[config.mk]
export PLATFORM = sky130hd
export DESIGN_NAME = fb_pixel_writer_flat
export DESIGN_NICKNAME = d
export VERILOG_FILES = /design/src/rtl/fb_pixel_writer_pkg.sv /design/src/rtl/fb_pixel_writer_if.sv /design/src/rtl/fb_pixel_writer_addr_counter.sv /design/src/rtl/fb_pixel_writer.sv /design/src/flat_wrapper.sv
export SDC_FILE = /design/constraint.sdc
export NUM_CORES = 1
export LEC_CHECK = 0
export CAP_MARGIN = 10
export CORE_MARGIN = 2
export CORE_UTILIZATION = 51
export DETAILED_ROUTE_END_ITERATION = 16
export PLACE_DENSITY = 0.79
export SYNTH_ARGS = -nofsm -noshare
export SYNTH_HDL_FRONTEND = slang
export SYNTH_SLANG_ARGS = --single-unit
[constraint.sdc]
create_clock -name clock -period 3.37 [get_ports clock]
set_clock_uncertainty 0.1 [all_clocks]
set_input_delay 0.337 -clock clock [delete_from_list [all_inputs] [get_ports clock]]
set_output_delay 0.337 -clock clock [all_outputs]
set_load 0.05 [all_outputs]
[src/rtl/fb_pixel_writer_pkg.sv]
// Shared frame-buffer geometry, pixel-code type and writer FSM states.
package fb_pkg;

  localparam int H_PIXELS = 640;
  localparam int V_PIXELS = 480;
  localparam int FB_DEPTH = H_PIXELS * V_PIXELS;
  localparam int DATA_W   = 3;
  localparam int ADDR_W   = 19;
  localparam int SUM_W    = 24;

  typedef logic [DATA_W-1:0] pix_code_t;

  typedef enum logic [1:0] {
    CLEAR,
    WAIT_SOF,
    WRITE
  } wr_state_t;

endpackage

[src/rtl/fb_pixel_writer_if.sv]
// Raster pixel-code stream from the renderer into the frame-buffer writer (valid/ready, SOF marker).
interface fb_pixel_writer_if #(
  parameter int DATA_W = fb_pkg::DATA_W
);

  logic              pix_valid;
  logic              pix_sof;
  logic [DATA_W-1:0] pix_data;
  logic              pix_ready;

  modport master (output pix_valid, output pix_sof, output pix_data, input  pix_ready);
  modport slave  (input  pix_valid, input  pix_sof, input  pix_data, output pix_ready);

endinterface

[src/rtl/fb_pixel_writer_addr_counter.sv]
// Frame-buffer address counter shared by the zero-fill and pixel-write paths.
// load0 forces the base to 0 before an optional increment; increments wrap after DEPTH-1.
module fb_addr_counter #(
  parameter int ADDR_W = fb_pkg::ADDR_W,
  parameter int DEPTH  = fb_pkg::FB_DEPTH
) (
  input  logic              clock,
  input  logic              reset_n,
  input  logic              load0,
  input  logic              inc,
  output logic [ADDR_W-1:0] addr,
  output logic              last
);

  localparam logic [ADDR_W-1:0] LAST_ADDR = ADDR_W'(DEPTH - 1);

  logic [ADDR_W-1:0] base;

  assign base = load0 ? '0 : addr;
  assign last = (addr == LAST_ADDR);

  always_ff @(posedge clock) begin
    if (!reset_n) begin
      addr <= '0;
    end else if (inc) begin
      addr <= (base == LAST_ADDR) ? '0 : base + 1'b1;
    end else begin
      addr <= base;
    end
  end

endmodule

[src/rtl/fb_pixel_writer.sv]
// Frame-buffer write side: zero-fill, then raster pixel writes; BRAM write one cycle after accept.
// pix_ready is low only while clearing; optional frame checksum output under FB_WRITER_CHECKSUM_EN.
module fb_pixel_writer #(
  parameter int H_PIXELS = fb_pkg::H_PIXELS,
  parameter int V_PIXELS = fb_pkg::V_PIXELS,
  parameter int DATA_W   = fb_pkg::DATA_W,
  parameter int ADDR_W   = fb_pkg::ADDR_W
) (
  input  logic              clock,
  input  logic              reset_n,
  input  logic              clear_req,
  fb_pixel_writer_if.slave  pix,
  output logic              bram_we,
  output logic [ADDR_W-1:0] bram_addr,
  output logic [DATA_W-1:0] bram_din,
  output logic              ready,
  output logic              busy,
  output logic              sof_err,
  output logic [15:0]       frame_count
`ifdef FB_WRITER_CHECKSUM_EN
  ,
  output logic [23:0]       frame_sum
`endif
);

  import fb_pkg::*;

  localparam int FRAME_PIX = H_PIXELS * V_PIXELS;

  wr_state_t         state;
  wr_state_t         state_nxt;
  logic [ADDR_W-1:0] addr;
  logic              last;
  logic              load0;
  logic              inc;
  logic              accept;
  logic              pix_wr;
  logic              restart;
  logic              frame_done;

  fb_addr_counter #(
    .ADDR_W (ADDR_W),
    .DEPTH  (FRAME_PIX)
  ) u_addr (
    .clock   (clock),
    .reset_n (reset_n),
    .load0   (load0),
    .inc     (inc),
    .addr    (addr),
    .last    (last)
  );

  assign pix.pix_ready = (state != CLEAR);
  assign busy          = (state != WAIT_SOF);
  assign accept        = pix.pix_valid & pix.pix_ready;

  always_ff @(posedge clock) begin
    if (!reset_n) begin
      state <= CLEAR;
    end else begin
      state <= state_nxt;
    end
  end

  always_comb begin
    state_nxt  = state;
    load0      = 1'b0;
    inc        = 1'b0;
    pix_wr     = 1'b0;
    restart    = 1'b0;
    frame_done = 1'b0;
    case (state)
      CLEAR: begin
        inc = 1'b1;
        if (last) state_nxt = WAIT_SOF;
      end
      WAIT_SOF: begin
        if (accept && pix.pix_sof) begin
          pix_wr    = 1'b1;
          restart   = 1'b1;
          load0     = 1'b1;
          inc       = 1'b1;
          state_nxt = WRITE;
        end
      end
      WRITE: begin
        if (accept) begin
          pix_wr = 1'b1;
          inc    = 1'b1;
          // An SOF inside a frame wins over frame completion: restart at address 0.
          if (pix.pix_sof) begin
            restart = 1'b1;
            load0   = 1'b1;
          end else if (last) begin
            frame_done = 1'b1;
            state_nxt  = WAIT_SOF;
          end
        end
      end
      default: state_nxt = CLEAR;
    endcase
    // Clear overrides everything except the write of a pixel accepted this cycle.
    if (clear_req) begin
      state_nxt = CLEAR;
      load0     = 1'b1;
      inc       = 1'b0;
    end
  end

  always_ff @(posedge clock) begin
    if (!reset_n) begin
      bram_we     <= 1'b0;
      bram_addr   <= '0;
      bram_din    <= '0;
      ready       <= 1'b0;
      sof_err     <= 1'b0;
      frame_count <= '0;
    end else begin
      bram_we   <= (state == CLEAR) | pix_wr;
      bram_addr <= restart ? '0 : addr;
      bram_din  <= pix_wr ? pix.pix_data : '0;
      if (restart && (state == WRITE) && (addr != '0)) sof_err <= 1'b1;
      if (frame_done) frame_count <= frame_count + 16'd1;
      if (clear_req) begin
        ready <= 1'b0;
      end else if (frame_done) begin
        ready <= 1'b1;
      end
    end
  end

`ifdef FB_WRITER_CHECKSUM_EN
  logic [SUM_W-1:0] run_sum;

  always_ff @(posedge clock) begin
    if (!reset_n || clear_req) begin
      run_sum   <= '0;
      frame_sum <= '0;
    end else if (pix_wr) begin
      run_sum <= restart ? SUM_W'(pix.pix_data) : run_sum + SUM_W'(pix.pix_data);
      if (frame_done) frame_sum <= run_sum + SUM_W'(pix.pix_data);
    end
  end
`endif

endmodule

[src/flat_wrapper.sv]
// flat-port wrapper written by rule: the top's interface ports become plain ports
module fb_pixel_writer_flat import fb_pkg::*;
#(
  parameter int H_PIXELS = fb_pkg::H_PIXELS,
  parameter int V_PIXELS = fb_pkg::V_PIXELS,
  parameter int DATA_W   = fb_pkg::DATA_W,
  parameter int ADDR_W   = fb_pkg::ADDR_W
)
  (clock, reset_n, clear_req, bram_we, bram_addr, bram_din, ready, busy, sof_err, frame_count, pix_pix_valid, pix_pix_sof, pix_pix_data, pix_pix_ready);
  fb_pixel_writer_if #(.DATA_W(DATA_W)) pix_i ();
  input  logic clock;
  input  logic reset_n;
  input  logic clear_req;
  output logic bram_we;
  output logic [ADDR_W-1:0] bram_addr;
  output logic [DATA_W-1:0] bram_din;
  output logic ready;
  output logic busy;
  output logic sof_err;
  output logic [15:0] frame_count;
  input wire logic [$bits(pix_i.pix_valid)-1:0] pix_pix_valid;
  input wire logic [$bits(pix_i.pix_sof)-1:0] pix_pix_sof;
  input wire logic [$bits(pix_i.pix_data)-1:0] pix_pix_data;
  output wire logic [$bits(pix_i.pix_ready)-1:0] pix_pix_ready;
  assign pix_i.pix_valid = pix_pix_valid;
  assign pix_i.pix_sof = pix_pix_sof;
  assign pix_i.pix_data = pix_pix_data;
  assign pix_pix_ready = pix_i.pix_ready;
  fb_pixel_writer #(.H_PIXELS(H_PIXELS), .V_PIXELS(V_PIXELS), .DATA_W(DATA_W), .ADDR_W(ADDR_W)) u_core (.clock(clock), .reset_n(reset_n), .clear_req(clear_req), .pix(pix_i), .bram_we(bram_we), .bram_addr(bram_addr), .bram_din(bram_din), .ready(ready), .busy(busy), .sof_err(sof_err), .frame_count(frame_count));
endmodule
==> summary.txt <==
Outcome
  • Status: finished, final reports clean

Power and ir drop
  • Pwr dens: 386 nW/um^2
  • LEAKAGE: 1.22 nW
  • Sw frac: around 22%
  • Cell Int Power: 0.00102 W
  • Sequential power share: 56.4%
  • P_sw: 0.000293 W
  • Gate power share: 3.7%
  • Clock network power share: between 30% and 40%
  • Design Power: around 0.0013 W
  • Peak VDD IR: approximately 0.3 mV

Clock tree
  • CTS max path bufs: 2
  • Num CTS Buffers: 9
  • CTS clk-pin slew, worst paths: ~0.06 ns
  • Worst skew pair latency: 0.34 ns
  • CTS Sinks: 62
  • CTS tree: done
  • CTS Root Cell: clkbuf_8
  • CTS H-Tree Depth: 3
  • # Post-CTS Setup Buffers: 0
  • Hold buffers post-CTS: 0

Route
  • Iter 0 DRT Violations: 107
  • Via density: 5.35
  • Via count: 2,252
  • First drt pass iteration count: 4
  • Routed len/inst: roughly 13 um
  • Routed WL: 5540 um
  • Post-DRT Antenna Nets: 0
  • DRC: 0

Global routing
  • Overall routing resource usage: 19.9%
  • Vias in the first global route: roughly 2,000
  • Total congestion overflow: 0
  • First-pass GRT wire length: slightly above 9000 um
  • Pin count of the biggest net entering global routing: 24
  • Antenna violations before repair: 0

Setup path
  • Worst R2R End: u_core.u_addr.addr[2]
  • R2R setup slack: 0.41 ns
  • Largest stage delay on the critical path: around 0.38 ns
  • Crit path top cell by count: ha_1
  • Critical Path Sink Type: register
  • Crit Path Max Fanout: 7
  • Cell chain of the critical path: inv_1, ha_1, or2_2, a21oi_2, and2_1, ha_1, nand3_1, nor4b_2, nand2_1, o21ai_1, nor2_1
  • Slowest library cell on the worst path: dfxtp_1
  • CP arrival: 3.07 ns
  • Worst Reg2Reg Path Length in Cells: 11
  • Reg2reg start: u_core.state[1]
  • Crit path buffers/inverters: 1
  • Worst Setup Start Kind: register
  • Critical path class: reg -> reg
  • WP data required: 3.48 ns
  • CP top delay family: simple AND/OR/NAND/NOR gates

Logic synthesis
  • Synth top area share: between 40% and 50%
  • Ys async rst share: 0%
  • Avg Inst Size Synth: 9.14 um^2
  • Cell Area, Synth: 2640 um^2
  • Syn. warnings: 0
  • Syn Inst Count: between 200 and 300
  • Top FF cell, synth: dfxtp_1
  • Number of synthesized flops with an enable pin: 0
  • Area leader, netlist: dfxtp_1
  • Syn Nets: just over 300
  • Netlist cell types: 40
  • Area contributors post-synth: dfxtp_1 47%, and2_1 6.9%, xor2_1 5.6%
  • Synthesized flop and latch total: 62
  • Seq/Total Area, Yosys: 47.0%

Layout
  • Share of layout cells above drive strength 1: roughly 7.1%
  • Ant. Diodes: 0
  • Layout net count: 361
  • Synthesis-to-layout area growth: 28.3%
  • Non-filler instance count after layout: between 400 and 500
  • Layout Utilization: roughly two thirds

Placed design
  • HPWL after DPL: around 3900 um
  • Gpl congestion: 0.884
  • Port buffer count: 50
  • Post-place setup slack: 0.208 ns
  • Placed Cells: 406

Hold path
  • WHS Endpoint: u_core.sof_err
  • Hold path startpoint: u_core.sof_err
  • Hold path cells: 2
  • Min-delay worst type: reg -> reg

STA
  • Fin crit period: 2.96 ns
  • Relative slew margins: 46.8%
  • Max Slew Vio Count: 0
  • Final Hold Fails: 0
  • Fin crit share: between 80% and 90%
  • Final Setup Violations: 0
  • Setup TNS: 0 ns
  • Fmax: 0.337 GHz
  • RSZ-0062 raised after global routing: no
  • Slew @ Worst Pin: 0.792 ns
  • Final WS setup: 0.405 ns

Floorplanning
  • Boundary Pins: 51
  • Die height: 76.0 um
  • Row cnt: 26
  • Initial Util: 52.4%
  • Core area: 5040 um^2
  • Die ar.: 5770 um^2
  • Die span in x: 76.0 um

Flow run
  • Max cap viols: 0
==> per-stage QoR <==
step	cell area, um^2	hold slack [ns]
after floorplan	2640	0.359
after global placement	3230	0.360
after detailed placement	3230	0.367
after CTS	3380	0.381
after global routing	3390	0.395
final	3390	0.377
==> power by group through the flow <==
| stage | sequential (W) | combinational, W | clock, W |
|---|---|---|---|
| CTS | 0.000738 | 0.0000474 | 0.000531 |
| global route | 0.000738 | 0.0000522 | 0.000567 |
| floorplan | 0.000759 | 0.0000203 | 0 |
| detailed placement | 0.000754 | 0.0000473 | 0 |
| finish | 0.000738 | 0.0000482 | 0.000522 |
| global placement | 0.000754 | 0.0000468 | 0 |
==> cells by family after synthesis <==
group,Yosys count,share of synthesized area [%]
fa+ha+maj,6,2.84
xor+xnor,27,8.95
buf+inv,16,2.32
flops,62,47.0
simple gates,150,32.7
compound gates,27,5.82
mux,1,0.379
==> cell type report <==
class | instances | area (um^2)
tap | 70 | 87.6
multi-input combinational | 211 | 1350
clock buffer | 13 | 139
timing repair buffer | 54 | 531
fill | 433 | 1650
sequential | 62 | 1240
clock inverter | 2 | 10.0
inverter | 9 | 33.8
==> worst max-delay path by stage <==
stage	startpoint	to	slack, ns	cells past startpoint
final	u_core.state[1]	u_core.u_addr.addr[2]	0.41	11
after global routing	u_core.state[1]	u_core.u_addr.addr[2]	0.09	11
after CTS	u_core.state[1]	u_core.u_addr.addr[12]	0.30	11
after detailed placement	pix_pix_valid	u_core.u_addr.addr[12]	0.21	10
after global placement	pix_pix_valid	u_core.u_addr.addr[5]	0.34	10
after floorplan	u_core.state[1]	u_core.u_addr.addr[10]	0.37	12
==> what timing repair did <==
| action | CTS | global route |
|---|---|---|
| endpoints found under the hold margin | 0 | 0 |
| resized for setup | 0 | 2 |
| endpoints found under the setup margin | 0 | 17 |
==> cell usage in the layout (no fill, tap or decap), types with 3 or more instances in the layout <==
cell type / n
clkdlybuf4s50_1: 50
a211oi_1: 3
o21ai_1: 3
nor2_1: 35
nand4_1: 15
o21ai_0: 3
or4_1: 4
buf_4: 4
clkbuf_1: 4
nor3_1: 4
and4_1: 4
nand2_1: 13
nand3_1: 12
clkbuf_8: 9
inv_1: 9
or3_1: 4
nor4_1: 8
xor2_1: 17
dfxtp_1: 62
a21oi_1: 11
ha_1: 6
xnor2_1: 10
and2_1: 29
and3_1: 6
==> cells in the mapped netlist (2+ instances only) <==
cell type,number
a211oi_1,3
a21oi_1,12
a31oi_1,2
and2_1,29
and3_1,6
and4_1,4
clkbuf_1,6
dfxtp_1,62
ha_1,6
inv_1,9
nand2_1,13
nand3_1,13
nand4_1,15
nor2_1,35
nor3_1,4
nor4_1,8
nor4b_1,2
o21ai_0,3
o21ai_1,3
o31ai_1,2
or2_2,2
or3_1,4
or4_1,4
xnor2_1,10
xor2_1,17
==> flip-flops by register name (all words and copies together), names as in the netlist <==
signal,cells
u_core.state,2
u_core.bram_addr,19
u_core.frame_count,16
u_core.sof_err,1
u_core.u_addr.addr,19
u_core.ready,1
u_core.bram_din,3
u_core.bram_we,1
==> per-layer routing <==
layer	vias to the layer above	global-route usage (%)	wire length (um)
met5	-	0	0
met4	0	9.82	96
met3	9	3.55	222
met2	60	31.9	2620
met1	1054	26.2	2600
li1	1129	-	-
==> worst reg2reg max path, delay by kind of cell (launching register included) <==
kind,cells,cell delay [ns]
AOI/OAI and AO/OA,2,0.65
adders and majority gates,2,0.45
buffers and inverters,1,0.08
DFF,1,0.38
and+or+nand+nor,6,1.18
Note: power is estimated with default switching activity, not from simulation.
